### src/rtl/code_entry_if.sv
// Keypad-to-lock bundle: raw key inputs and clear/secret from the lock FSM, plus entry results back to it.
interface code_entry_if #(
  parameter int unsigned DIGITS = 4
);
  logic                  key_valid;
  logic [3:0]            key_code;
  logic                  clear;
  logic [4*DIGITS-1:0]   secret;
  logic                  digit_strobe;
  logic [3:0]            digit_count;
  logic                  entry_done;
  logic                  code_match;
  logic                  timeout;

  modport slave (
    input  key_valid, key_code, clear, secret,
    output digit_strobe, digit_count, entry_done, code_match, timeout
  );

  modport master (
    output key_valid, key_code, clear, secret,
    input  digit_strobe, digit_count, entry_done, code_match, timeout
  );
endinterface

### src/rtl/code_entry.sv
// Keypad front end: debounces raw presses, collects DIGITS decimal digits and
// compares the completed entry with the stored secret; abandons stale partial entries.
module code_entry #(
  parameter int unsigned DIGITS          = 4,
  parameter int unsigned DEBOUNCE_CYCLES = 4,
  parameter int unsigned TIMEOUT_CYCLES  = 1000
) (
  input  logic        clk,
  input  logic        reset,
  code_entry_if.slave bus
);
  localparam int unsigned BUF_W  = 4 * DIGITS;
  localparam int unsigned DB_W   = $clog2(DEBOUNCE_CYCLES + 1);
  localparam int unsigned IDLE_W = $clog2(TIMEOUT_CYCLES + 1);
  localparam logic [3:0]  KEY_CANCEL = 4'hC;

  typedef enum logic [1:0] {
    ST_IDLE,
    ST_PRESS,
    ST_HELD,
    ST_RELEASE
  } db_state_e;

  db_state_e          state_q, state_d;
  logic [3:0]         key_q, key_d;
  logic [DB_W-1:0]    db_cnt_q, db_cnt_d;
  logic               accept_c;

  logic [BUF_W-1:0]   buf_q, buf_d;
  logic [3:0]         count_q, count_d;
  logic [IDLE_W-1:0]  idle_q, idle_d;
  logic               pend_q, pend_d;
  logic               strobe_q, strobe_d;
  logic               done_q, done_d;
  logic               match_q, match_d;
  logic               timeout_q, timeout_d;
  logic               is_digit_c;
  logic               is_cancel_c;

  always_ff @(posedge clk or negedge reset) begin
    if (!reset) begin
      state_q   <= ST_IDLE;
      key_q     <= '0;
      db_cnt_q  <= '0;
      buf_q     <= '0;
      count_q   <= '0;
      idle_q    <= '0;
      pend_q    <= 1'b0;
      strobe_q  <= 1'b0;
      done_q    <= 1'b0;
      match_q   <= 1'b0;
      timeout_q <= 1'b0;
    end else begin
      state_q   <= state_d;
      key_q     <= key_d;
      db_cnt_q  <= db_cnt_d;
      buf_q     <= buf_d;
      count_q   <= count_d;
      idle_q    <= idle_d;
      pend_q    <= pend_d;
      strobe_q  <= strobe_d;
      done_q    <= done_d;
      match_q   <= match_d;
      timeout_q <= timeout_d;
    end
  end

  // Debounce: a key is accepted once, on the Nth consecutive stable high sample.
  always_comb begin
    state_d  = state_q;
    key_d    = key_q;
    db_cnt_d = db_cnt_q;
    accept_c = 1'b0;
    case (state_q)
      ST_IDLE: begin
        if (bus.key_valid) begin
          key_d    = bus.key_code;
          db_cnt_d = DB_W'(1);
          if (DEBOUNCE_CYCLES == 1) begin
            state_d  = ST_HELD;
            accept_c = 1'b1;
          end else begin
            state_d = ST_PRESS;
          end
        end
      end
      ST_PRESS: begin
        if (!bus.key_valid) begin
          state_d  = ST_IDLE;
          db_cnt_d = '0;
        end else if (bus.key_code != key_q) begin
          key_d    = bus.key_code;
          db_cnt_d = DB_W'(1);
        end else begin
          db_cnt_d = db_cnt_q + DB_W'(1);
          if (32'(db_cnt_q) + 32'd1 >= DEBOUNCE_CYCLES) begin
            state_d  = ST_HELD;
            accept_c = 1'b1;
          end
        end
      end
      ST_HELD: begin
        if (!bus.key_valid) begin
          db_cnt_d = DB_W'(1);
          state_d  = (DEBOUNCE_CYCLES == 1) ? ST_IDLE : ST_RELEASE;
        end
      end
      ST_RELEASE: begin
        if (bus.key_valid) begin
          state_d  = ST_HELD;
          db_cnt_d = '0;
        end else begin
          db_cnt_d = db_cnt_q + DB_W'(1);
          if (32'(db_cnt_q) + 32'd1 >= DEBOUNCE_CYCLES) begin
            state_d  = ST_IDLE;
            db_cnt_d = '0;
          end
        end
      end
      default: begin
        state_d  = ST_IDLE;
        db_cnt_d = '0;
      end
    endcase
  end

  assign is_digit_c  = accept_c && (key_d <= 4'd9);
  assign is_cancel_c = accept_c && (key_d == KEY_CANCEL);

  // Entry buffer: the final digit is held one cycle (pend) so the count never reads DIGITS.
  always_comb begin
    buf_d     = buf_q;
    count_d   = count_q;
    idle_d    = idle_q;
    pend_d    = 1'b0;
    strobe_d  = 1'b0;
    done_d    = 1'b0;
    match_d   = 1'b0;
    timeout_d = 1'b0;
    if (bus.clear) begin
      buf_d   = '0;
      count_d = '0;
      idle_d  = '0;
    end else if (pend_q) begin
      done_d  = 1'b1;
      match_d = (buf_q == bus.secret);
      buf_d   = '0;
      count_d = '0;
      idle_d  = '0;
    end else if (is_digit_c) begin
      strobe_d = 1'b1;
      buf_d    = {buf_q[BUF_W-5:0], key_d};
      idle_d   = '0;
      if (32'(count_q) + 32'd1 == DIGITS) begin
        pend_d = 1'b1;
      end else begin
        count_d = count_q + 4'd1;
      end
    end else if (is_cancel_c) begin
      buf_d   = '0;
      count_d = '0;
      idle_d  = '0;
    end else if (count_q != 4'd0) begin
      if (32'(idle_q) + 32'd1 >= TIMEOUT_CYCLES) begin
        timeout_d = 1'b1;
        buf_d     = '0;
        count_d   = '0;
        idle_d    = '0;
      end else begin
        idle_d = idle_q + IDLE_W'(1);
      end
    end
  end

  assign bus.digit_strobe = strobe_q;
  assign bus.digit_count  = count_q;
  assign bus.entry_done   = done_q;
  assign bus.code_match   = match_q;
  assign bus.timeout      = timeout_q;

endmodule

### src/flat_wrapper.sv
// flat-port wrapper written by rule: the top's interface ports become plain ports
module code_entry_flat 
#(
  parameter int unsigned DIGITS          = 4,
  parameter int unsigned DEBOUNCE_CYCLES = 4,
  parameter int unsigned TIMEOUT_CYCLES  = 1000
)
  (clk, reset, bus_key_valid, bus_key_code, bus_clear, bus_secret, bus_digit_strobe, bus_digit_count, bus_entry_done, bus_code_match, bus_timeout);
  code_entry_if #(.DIGITS(DIGITS)) bus_i ();
  input  logic clk;
  input  logic reset;
  input wire logic [$bits(bus_i.key_valid)-1:0] bus_key_valid;
  input wire logic [$bits(bus_i.key_code)-1:0] bus_key_code;
  input wire logic [$bits(bus_i.clear)-1:0] bus_clear;
  input wire logic [$bits(bus_i.secret)-1:0] bus_secret;
  output wire logic [$bits(bus_i.digit_strobe)-1:0] bus_digit_strobe;
  output wire logic [$bits(bus_i.digit_count)-1:0] bus_digit_count;
  output wire logic [$bits(bus_i.entry_done)-1:0] bus_entry_done;
  output wire logic [$bits(bus_i.code_match)-1:0] bus_code_match;
  output wire logic [$bits(bus_i.timeout)-1:0] bus_timeout;
  assign bus_i.key_valid = bus_key_valid;
  assign bus_i.key_code = bus_key_code;
  assign bus_i.clear = bus_clear;
  assign bus_i.secret = bus_secret;
  assign bus_digit_strobe = bus_i.digit_strobe;
  assign bus_digit_count = bus_i.digit_count;
  assign bus_entry_done = bus_i.entry_done;
  assign bus_code_match = bus_i.code_match;
  assign bus_timeout = bus_i.timeout;
  code_entry #(.DIGITS(DIGITS), .DEBOUNCE_CYCLES(DEBOUNCE_CYCLES), .TIMEOUT_CYCLES(TIMEOUT_CYCLES)) u_core (.clk(clk), .reset(reset), .bus(bus_i));
endmodule
### config.mk
export PLATFORM = sky130hd
export DESIGN_NAME = code_entry_flat
export DESIGN_NICKNAME = d
export VERILOG_FILES = /design/src/rtl/code_entry_if.sv /design/src/rtl/code_entry.sv /design/src/flat_wrapper.sv
export SDC_FILE = /design/constraint.sdc
export NUM_CORES = 1
export LEC_CHECK = 0
export CORE_ASPECT_RATIO = 1.2
export CORE_MARGIN = 2
export CORE_UTILIZATION = 38
export CTS_BUF_LIST = sky130_fd_sc_hd__clkbuf_16
export CTS_CLUSTER_SIZE = 16
export DETAILED_ROUTE_END_ITERATION = 7
export GPL_TIMING_DRIVEN = 0
export RECOVER_POWER = 100
export SLEW_MARGIN = 20
export SYNTH_ARGS = -nofsm -noshare
export SYNTH_HDL_FRONTEND = slang
export SYNTH_SLANG_ARGS = --single-unit
export TNS_END_PERCENT = 30
### constraint.sdc
create_clock -name clk -period 2.5 [get_ports clk]
set_input_delay 0.5 -clock clk [delete_from_list [all_inputs] [get_ports clk]]
set_output_delay 0.5 -clock clk [all_outputs]
set_load 0.01 [all_outputs]
# Word-level counts from Yosys, hierarchy flattened
# Index checks and enable logic that the tools add are counted.
# word_totals
wordCells	102
output_inout_bits	8
inputBits	24
register_bits	44
# op_classes
n_mux	59
addsub	6
reduce_logical	10
eq_ne	13
n_lt_le_gt_ge	3
# ops
operator	count
$mux W16	6
$mux W10	6
$mux W4	10
$eq A32 B3 Y1 const B	1
$ge A32 B10 Y1 const B	1
$ge A32 B3 Y1 const B	1
$mux W1	21
$mux W3	6
$eq A16 B16 Y1	1
$mux W2	7
$pmux W3 S4	1
$add A10 B1 Y11 const B	1
$add A10 B1 Y10 const B	1
$reduce_bool A5 Y1	2
$pmux W2 S4	1
$pmux W4 S2	1
$ne A3 B2 Y1 const B	2
$add A4 B1 Y5 const B	1
$reduce_and A5 Y1	1
$add A3 B1 Y4 const B	1
$add A4 B1 Y4 const B	1
$eq A2 B2 Y1 const B	2
$eq A4 B4 Y1 const B	1
$le A4 B4 Y1 const B	1
11 further kinds	14

# Depth between registers and ports, before layout
# Gate-level depths: netlist of run 1.
# logic_depth
depth_word	11
ltp_mapped	9
mapped_depth_nobuf	8

# Least setup slack after synthesis of run 1
# OpenSTA, ideal clock, no wires.
# synth_timing
path_type	register to register
from	register u_core.idle_q[0]
to	register u_core.count_q[3] (netlist: u_core.bus.digit_count[3])
n_path_buf	2
synth_period_minus_slack_ps	2057
arrival_ps	1939
path_slack_ps	443
stages_incl_launch_ff	10
required_time_ps	2381
setup_ps	119
cell_sequence	dfrtp_1 ha_1 nand2_1 or3_1 nor2_1 a21oi_2 o21a_1 buf_6 buf_6 o21a_1
# synth_between
elab_chain_cells	4
# synth_rtl
element	line_no	rtl
from (decl)	code_entry.sv:31	logic [IDLE_W-1:0] idle_q, idle_d;
from (signal assigned)	code_entry.sv:59	idle_q <= idle_d;
$add A10 B1 Y11	code_entry.sv:164	if (32'(idle_q) + 32'd1 >= TIMEOUT_CYCLES) begin
$ge A32 B10 Y1	code_entry.sv:164	
$reduce_bool A5 Y1 (no line)	n/a	
$reduce_and A3 Y1 (no line)	n/a	
to (signal assigned)	code_entry.sv:58	count_q <= count_d;
to (decl)	code_entry.sv:30	logic [3:0] count_q, count_d;
# No other way between the ends.
# A chain may end at the register's enable or synchronous reset.

# Final worst setup path of run 1
# layout_timing
from	input bus_key_valid
to	register u_core.buf_q[8]
# layout_between
elab_chain_cells	8
elab_cells_between_ends	16
classes_between	1 x order compare; 1 x eq/ne; 9 x mux; 5 x reduce/logical
# layout_rtl
element	line_no	rtl
from (decl)	flat_wrapper.sv:12	input wire logic [$bits(bus_i.key_valid)-1:0] bus_key_valid;
parallel branches: the longest is 8 deep, another holds $le A4 B4 Y1	n/a	
to (signal assigned)	code_entry.sv:57	buf_q <= buf_d;
to (decl)	code_entry.sv:29	logic [BUF_W-1:0] buf_q, buf_d;
# Parallel ways; which one is timed is not known.

==> results of run 1 <==
-- cell usage after synthesis, drive strengths merged (3+ instances only) --
cell and n:
dfrtp 44, xnor2 22, nand2 21, a22o 16, a21oi 14, nor2 12
nand3 11, nand4 9, buf 7, nor3 7, ha 6, o21ai 6
clkbuf 5, a31oi 4, inv 4, mux2 4, nor2b 4, xor2 4
nor4 3, o211ai 3
-- cell families after synthesis --
logic type	after synthesis	share of synthesized area
adders and majority gates	6	0.0312
xor gates and xnor gates	26	0.0945
buffers and inverters	16	0.0358
muxes	6	0.0270
DFF	44	0.457
and+or+nand+nor	83	0.183
AOI/OAI and AO/OA	57	0.171
-- power by group --
group / internal, mW / leakage (nW) / switching, mW
clock: 0.475 / 0.0804 / 0.278
sequential: 0.735 / 0.598 / 0.0242
combinational: 0.0859 / 0.597 / 0.0827
total: 1.30 / 1.28 / 0.385
-- registers in the layout (all words and copies together) (netlist names), named ones only --
name / count
u_core.bus.entry_done: 1
u_core.idle_q: 10
u_core.bus.code_match: 1
u_core.bus.digit_count: 4
u_core.bus.timeout: 1
u_core.db_cnt_q: 3
u_core.state_q: 1
u_core.bus.digit_strobe: 1
u_core.buf_q: 16
u_core.key_q: 4
u_core.pend_q: 1
-- timing repair --
item                                    CTS  global route
pin swaps                                 0             2
setup buffers                             0             1
endpoints found under the setup margin    2            22
resized for setup                         1             3
-- worst register-to-register path: stages (launching register included) --
cell and delay (ns):
dfrtp_1 0.42, ha_1 0.31, nand2_1 0.19, or3_1 0.42
nor2_1 0.14, a21oi_2 0.06, o21a_1 0.20, buf_6 0.14
buf_6 0.14, a22o_1 0.19
-- stage by stage --
| stage | power (mW) | setup slack [ns] | instance area, µm² | setup TNS, ns | cells |
|---|---|---|---|---|---|
| after global placement | 0.941 | -0.302 | 2820 | -18.93 | 351 |
| after floorplan | 0.863 | 0.443 | 2410 | 0 | 238 |
| final | 1.68 | 0.136 | 3010 | 0 | 361 |
| after global routing | 1.76 | 0.0409 | 3010 | 0 | 361 |
| after CTS | 1.71 | 0.0172 | 3010 | 0 | 360 |
| after detailed placement | 0.948 | -0.294 | 2840 | -6.45 | 352 |
-- metal layers --
layer,part of all wire,wire [µm],track usage
met1,0.49,2550,0.223
met2,0.47,2470,0.245
met3,0.029,154,0.0338
met4,0.011,59,0.0485
met5,0,0,0
-- layout by cell type, fill, tap and decap left out, drive strengths merged, types with 7 or more instances in the layout --
cell,count
dfrtp,44
xnor2,22
nand2,21
clkdlybuf4s50,20
a22o,16
a21oi,14
clkbuf,13
nor2,12
nand3,11
dlygate4sd3,10
nand4,9
nor3,7
buf,7
-- path summary, 6_finish.rpt --
check | from | endpoint
worst max register to register | u_core.idle_q[0]$_DFFE_PN0P_ | u_core.buf_q[8]$_DFFE_PN0P_
worst max-delay path | bus_key_valid | u_core.buf_q[8]$_DFFE_PN0P_
worst min-delay path | reset | u_core.bus.digit_count[3]$_DFFE_PN0P_
min in group clk | u_core.buf_q[15]$_DFFE_PN0P_ | u_core.buf_q[15]$_DFFE_PN0P_
max in group asynchronous | reset | u_core.idle_q[5]$_DFFE_PN0P_
worst min register to register | u_core.buf_q[15]$_DFFE_PN0P_ | u_core.buf_q[15]$_DFFE_PN0P_
-- area by class of cell --
cell class	count	area [µm²]	share of cell area
clock buffer	5	125	0.0416
clock inverter	3	46.3	0.0154
buffer	12	72.6	0.0241
timing repair buffer	33	313	0.104
sequential	44	1100	0.366
inverter	4	15.0	0.00499
tap	82	103	0.0341
multi-input combinational	178	1230	0.409
==> results.json, run 1 <==
{
  "timing.slew.headroom": 0.397,
  "fillers": 585,
  "clockBufferDepth": 2,
  "num_rows": 31,
  "drt_wl_total_um": 5230,
  "synth-edff-count": 0,
  "grt.overflow.total": 0,
  "num_vias": 1925,
  "final-setup-viol-count": 0,
  "synth.avg_cell_area_um2": 10.1,
  "critical_path.n_buffers_inverters": 4,
  "design.portCount": 32,
  "number_of_storage_elements_in_the_synthesis_netlist": 44,
  "drt_pass1_iterations": 7,
  "reg2reg_setup_slack_ns": 0.19,
  "post-route-drc-count": 0,
  "crit_fanout": 10,
  "quantity_of_i_o_buffers_inserted_on_ports": 31,
  "yosys_warnings": 0,
  "timing.final.hold_violations": 0,
  "synth_area_leaders": "dfrtp_1, xnor2_1, a22o_1",
  "syn-instance-count": 238,
  "cp-start-kind": "input port",
  "die_x_um": 76.7,
  "power_per_cell_area_mw_per_mm2": 559,
  "required_ns": 2.67,
  "flow.area_growth_from_synthesis_pct": 24.8,
  "clk_root_buffer_cell": "clkbuf_16",
  "synth-main-ff-cell": "dfrtp_1",
  "post_synth_num_cell_types": 48,
  "timing.critical_path.arrival_ns": 2.53,
  "timing.final.crit_share": 0.946,
  "grt_setup_unrepaired": "false",
  "asyncSetResetFlopFracSynth": 1.00,
  "critical_path.top_delay_family": "buffers and inverters",
  "vertical_extent_of_the_die_um": 91.2,
  "status": "finished clean",
  "max_freq_mhz": 423,
  "max_cap_viol_count": 0,
  "grt_first_pass_wirelength_um": 8940,
  "core_area_mm2": 0.00609,
  "synth.top_cell.area_share": 0.457,
  "critical_path.endpoint_type": "register",
  "number_of_buffers_inserted_during_clock_tree_synthesis": 5,
  "p_leak_nw": 1.28,
  "initial_core_util": 0.396,
  "die-area_mm2": 0.00700,
  "grt_use_total": 0.159,
  "cts_hold_buffers": 0,
  "drt_first_iter_violations": 94,
  "cts_tree": "yes",
  "hpwlAfterDp_um": 3740,
  "worstSkewPairLatency_ns": 0.28,
  "final.hold.worst_slack_ns": 0.319,
  "maxSlewViolCount": 0,
  "antenna_violating_nets_post_route": 0,
  "mappedNetlistArea_mm2": 0.00241,
  "criticalPathCategory": "in2reg",
  "irDropWorstVdd_uv": 405,
  "share_of_final_layout_standard_cells_stronger_than_drive_strength_1": 0.0860,
  "max_slew.worst_pin.slew_ns": 0.905,
  "antennaDiodeCount": 0,
  "number_of_global_route_vias_before_repair": 1854,
  "timing.critical_path.depth": 8,
  "wl_per_instance_um": 14.5,
  "worstHoldPathType": "in2async",
  "vias_per_cell": 5.33,
  "synthesis.nets": 268,
  "synth_largest_area_cell": "dfrtp_1",
  "most_repeated_library_cell_on_the_critical_path": "buf_6",
  "worst_path_largest_cell_delay_ns": 0.58,
  "synth-seq-area-share": 0.457,
  "path_clk_slew_ns": 0.06,
  "cts_htree_levels": 2,
  "period_needed_ns": 2.36,
  "cp_cell_sequence": "clkdlybuf4s50_1 -> nand2b_1 -> clkbuf_1 -> o41a_1 -> o21a_1 -> buf_6 -> buf_6 -> a22o_1",
  "finish.utilization": 0.494,
  "crit_path_top_delay_cell": "o41a_1",
  "final_nets": 308,
  "gp_congestion": 0.820,
  "final.setup_skew_ns": 0.00486,
  "largest_net_degree_at_the_start_of_global_routing": 29,
  "sinks_on_clock_net": 44,
  "r2r_cells": 9,
  "number_of_antenna_violations_at_the_first_check_in_global_routing": 0
}
No activity file was read; power rests on OpenSTA's default activity.
==> run 2: changes to the inputs <==
--- a/config.mk
+++ b/config.mk
@@ -6,7 +6,7 @@
 export NUM_CORES = 1
 export LEC_CHECK = 0
 export CORE_ASPECT_RATIO = 1.2
-export CORE_MARGIN = 2
+export CORE_MARGIN = 1.5
 export CORE_UTILIZATION = 38
 export CTS_BUF_LIST = sky130_fd_sc_hd__clkbuf_16
 export CTS_CLUSTER_SIZE = 16
==> results.json, run 2 (same netlist as run 1, synthesis figures left out) <==
{
  "number_of_buffers_inserted_during_clock_tree_synthesis": 5,
  "switching_share_of_total_power": 0.233,
  "flow.area_growth_from_synthesis_pct": 24.9,
  "timing.slew.headroom": 0.476,
  "post-place-cells": 352,
  "irDropWorstVdd_uv": 458,
  "critical_path.endpoint_type": "register",
  "clk_root_buffer_cell": "clkbuf_16",
  "worstHoldPathType": "in2async",
  "timing.final.hold_violations": 0,
  "timing.critical_path.arrival_ns": 2.53,
  "power.sequential.fraction": 0.448,
  "die_x_um": 75.7,
  "final.setup_skew_ns": 0.00459,
  "quantity_of_i_o_buffers_inserted_on_ports": 31,
  "clkPwrFrac": 0.451,
  "die-area_mm2": 0.00683,
  "power.net_switching_mw": 0.394,
  "vias_per_cell": 5.34,
  "vertical_extent_of_the_die_um": 90.2,
  "sinks_on_clock_net": 44,
  "combPwrFrac": 0.101,
  "power_per_cell_area_mw_per_mm2": 562,
  "max_freq_mhz": 424,
  "design.portCount": 32,
  "drt_first_iter_violations": 64,
  "maxSlewViolCount": 0,
  "report.power.total_mw": 1.69,
  "cts_htree_levels": 2,
  "cts_tree": "yes",
  "tns_ns": 0,
  "fin_area_mm2": 0.00301,
  "largestRegisters": "u_core.buf_q (16), u_core.idle_q (10)",
  "finalNonFillerCells": 361,
  "final-setup-viol-count": 0,
  "number_of_antenna_violations_at_the_first_check_in_global_routing": 0,
  "required_ns": 2.67,
  "flip_flop_count_of_the_largest_register_after_layout": 16,
  "num_vias": 1929,
  "largest_register": "u_core.buf_q",
  "timing.final.crit_share": 0.944,
  "hpwlAfterDp_um": 3670,
  "share_of_final_layout_standard_cells_stronger_than_drive_strength_1": 0.0932,
  "antenna_violating_nets_post_route": 0,
  "final_common_cell": "dfrtp_1",
  "place_worst_setup_slack_ns": -0.292,
  "max_cap_viol_count": 0,
  "final_nets": 308,
  "grt_setup_unrepaired": "true",
  "number_of_global_route_vias_before_repair": 1915,
  "grt_use_total": 0.161,
  "max_slew.worst_pin.slew_ns": 0.786,
  "drt_pass1_iterations": 4,
  "largest_net_degree_at_the_start_of_global_routing": 32,
  "period_needed_ns": 2.36,
  "antennaDiodeCount": 0,
  "path_clk_slew_ns": 0.07,
  "num_rows": 31,
  "criticalPathCategory": "in2reg",
  "wl_per_instance_um": 14.2,
  "worst_slack_ns": 0.139,
  "p_leak_nw": 1.26,
  "gp_congestion": 0.773,
  "grt.overflow.total": 0,
  "post-route-drc-count": 0,
  "power.internal_mw": 1.30,
  "core_area_mm2": 0.00609,
  "drt_wl_total_um": 5110,
  "status": "finished clean",
  "initial_core_util": 0.396,
  "clockBufferDepth": 2,
  "final_cell_mix": "dfrtp_1, clkdlybuf4s50_1, xnor2_1, nand2_1, a22o_1",
  "crit_fanout": 10,
  "worstSkewPairLatency_ns": 0.28,
  "detailed_place.area_mm2": 0.00284,
  "grt_first_pass_wirelength_um": 8710,
  "cp-start-kind": "input port"
}
run 2: changes by cell type in the layout (fill, tap and decap cells not counted), sizes merged:
cell / before / now
dlygate4sd3: 10 / 7
clkbuf: 13 / 12
buf: 7 / 8
clkdlybuf4s50: 20 / 23
run 2: repair_timing:
item | in CTS | in global routing
pin swaps | 0 | 2
resized for setup | 1 | 1
endpoints found under the setup margin | 2 | 22
buffers inserted | 0 | 1
hold buffers | 0 | 0
cloned | 0 | 0
run 2: layer usage:
| metal | global-route usage | vias up | wire length, µm |
|---|---|---|---|
| li1 | - | 952 | - |
| met1 | 0.221 | 951 | 2470 |
| met2 | 0.256 | 22 | 2470 |
| met3 | 0.0325 | 4 | 125 |
| met4 | 0.0461 | 0 | 47 |
| met5 | 0 | - | 0 |
run 2: worst max-delay path, cell delays in order:
cell and delay (ns):
clkdlybuf4s50_1 0.54, xnor2_1 0.14, nand4_1 0.25, o41a_1 0.48, o21a_1 0.15, buf_6 0.14
buf_6 0.14, a22o_1 0.18
run 2: final timing paths:
kind                                                    from  slack (ns)  cells after the start                      endpoint
worst max-delay path                         bus_key_code[0]        0.14                      8  u_core.buf_q[11]$_DFFE_PN0P_
worst min-delay path                                   reset        0.26                      1  u_core.buf_q[13]$_DFFE_PN0P_
worst max register to register  u_core.idle_q[0]$_DFFE_PN0P_        0.21                      9  u_core.buf_q[11]$_DFFE_PN0P_
worst min register to register  u_core.buf_q[15]$_DFFE_PN0P_        0.52                      1  u_core.buf_q[15]$_DFFE_PN0P_
max in group asynchronous                              reset        1.01                      2  u_core.idle_q[5]$_DFFE_PN0P_
min in group clk                u_core.buf_q[15]$_DFFE_PN0P_        0.52                      1  u_core.buf_q[15]$_DFFE_PN0P_
run 2: area by class of cell:
class / count / area (µm²)
Clock buffer: 5 / 125
Sequential cell: 44 / 1100
Tap cell: 82 / 103
Buffer: 12 / 71.3
Fill cell: 587 / 3080
Clock inverter: 3 / 46.3
Multi-Input combinational cell: 178 / 1230
Timing Repair Buffer: 33 / 317
Inverter: 4 / 15.0
run 2: power by group through the flow:
stage / combinational (mW) / clock [mW] / sequential (mW)
after floorplan: 0.0966 / 0 / 0.766
after global placement: 0.170 / 0 / 0.772
after detailed placement: 0.176 / 0 / 0.772
after CTS: 0.177 / 0.778 / 0.758
after global routing: 0.192 / 0.796 / 0.763
final: 0.171 / 0.762 / 0.759
run 2: stage by stage:
step	hold slack, ns	util
after global placement	0.506	0.464
final	0.255	0.494
after global routing	0.321	0.494
after CTS	0.117	0.495
after detailed placement	0.421	0.466
after floorplan	0.204	-
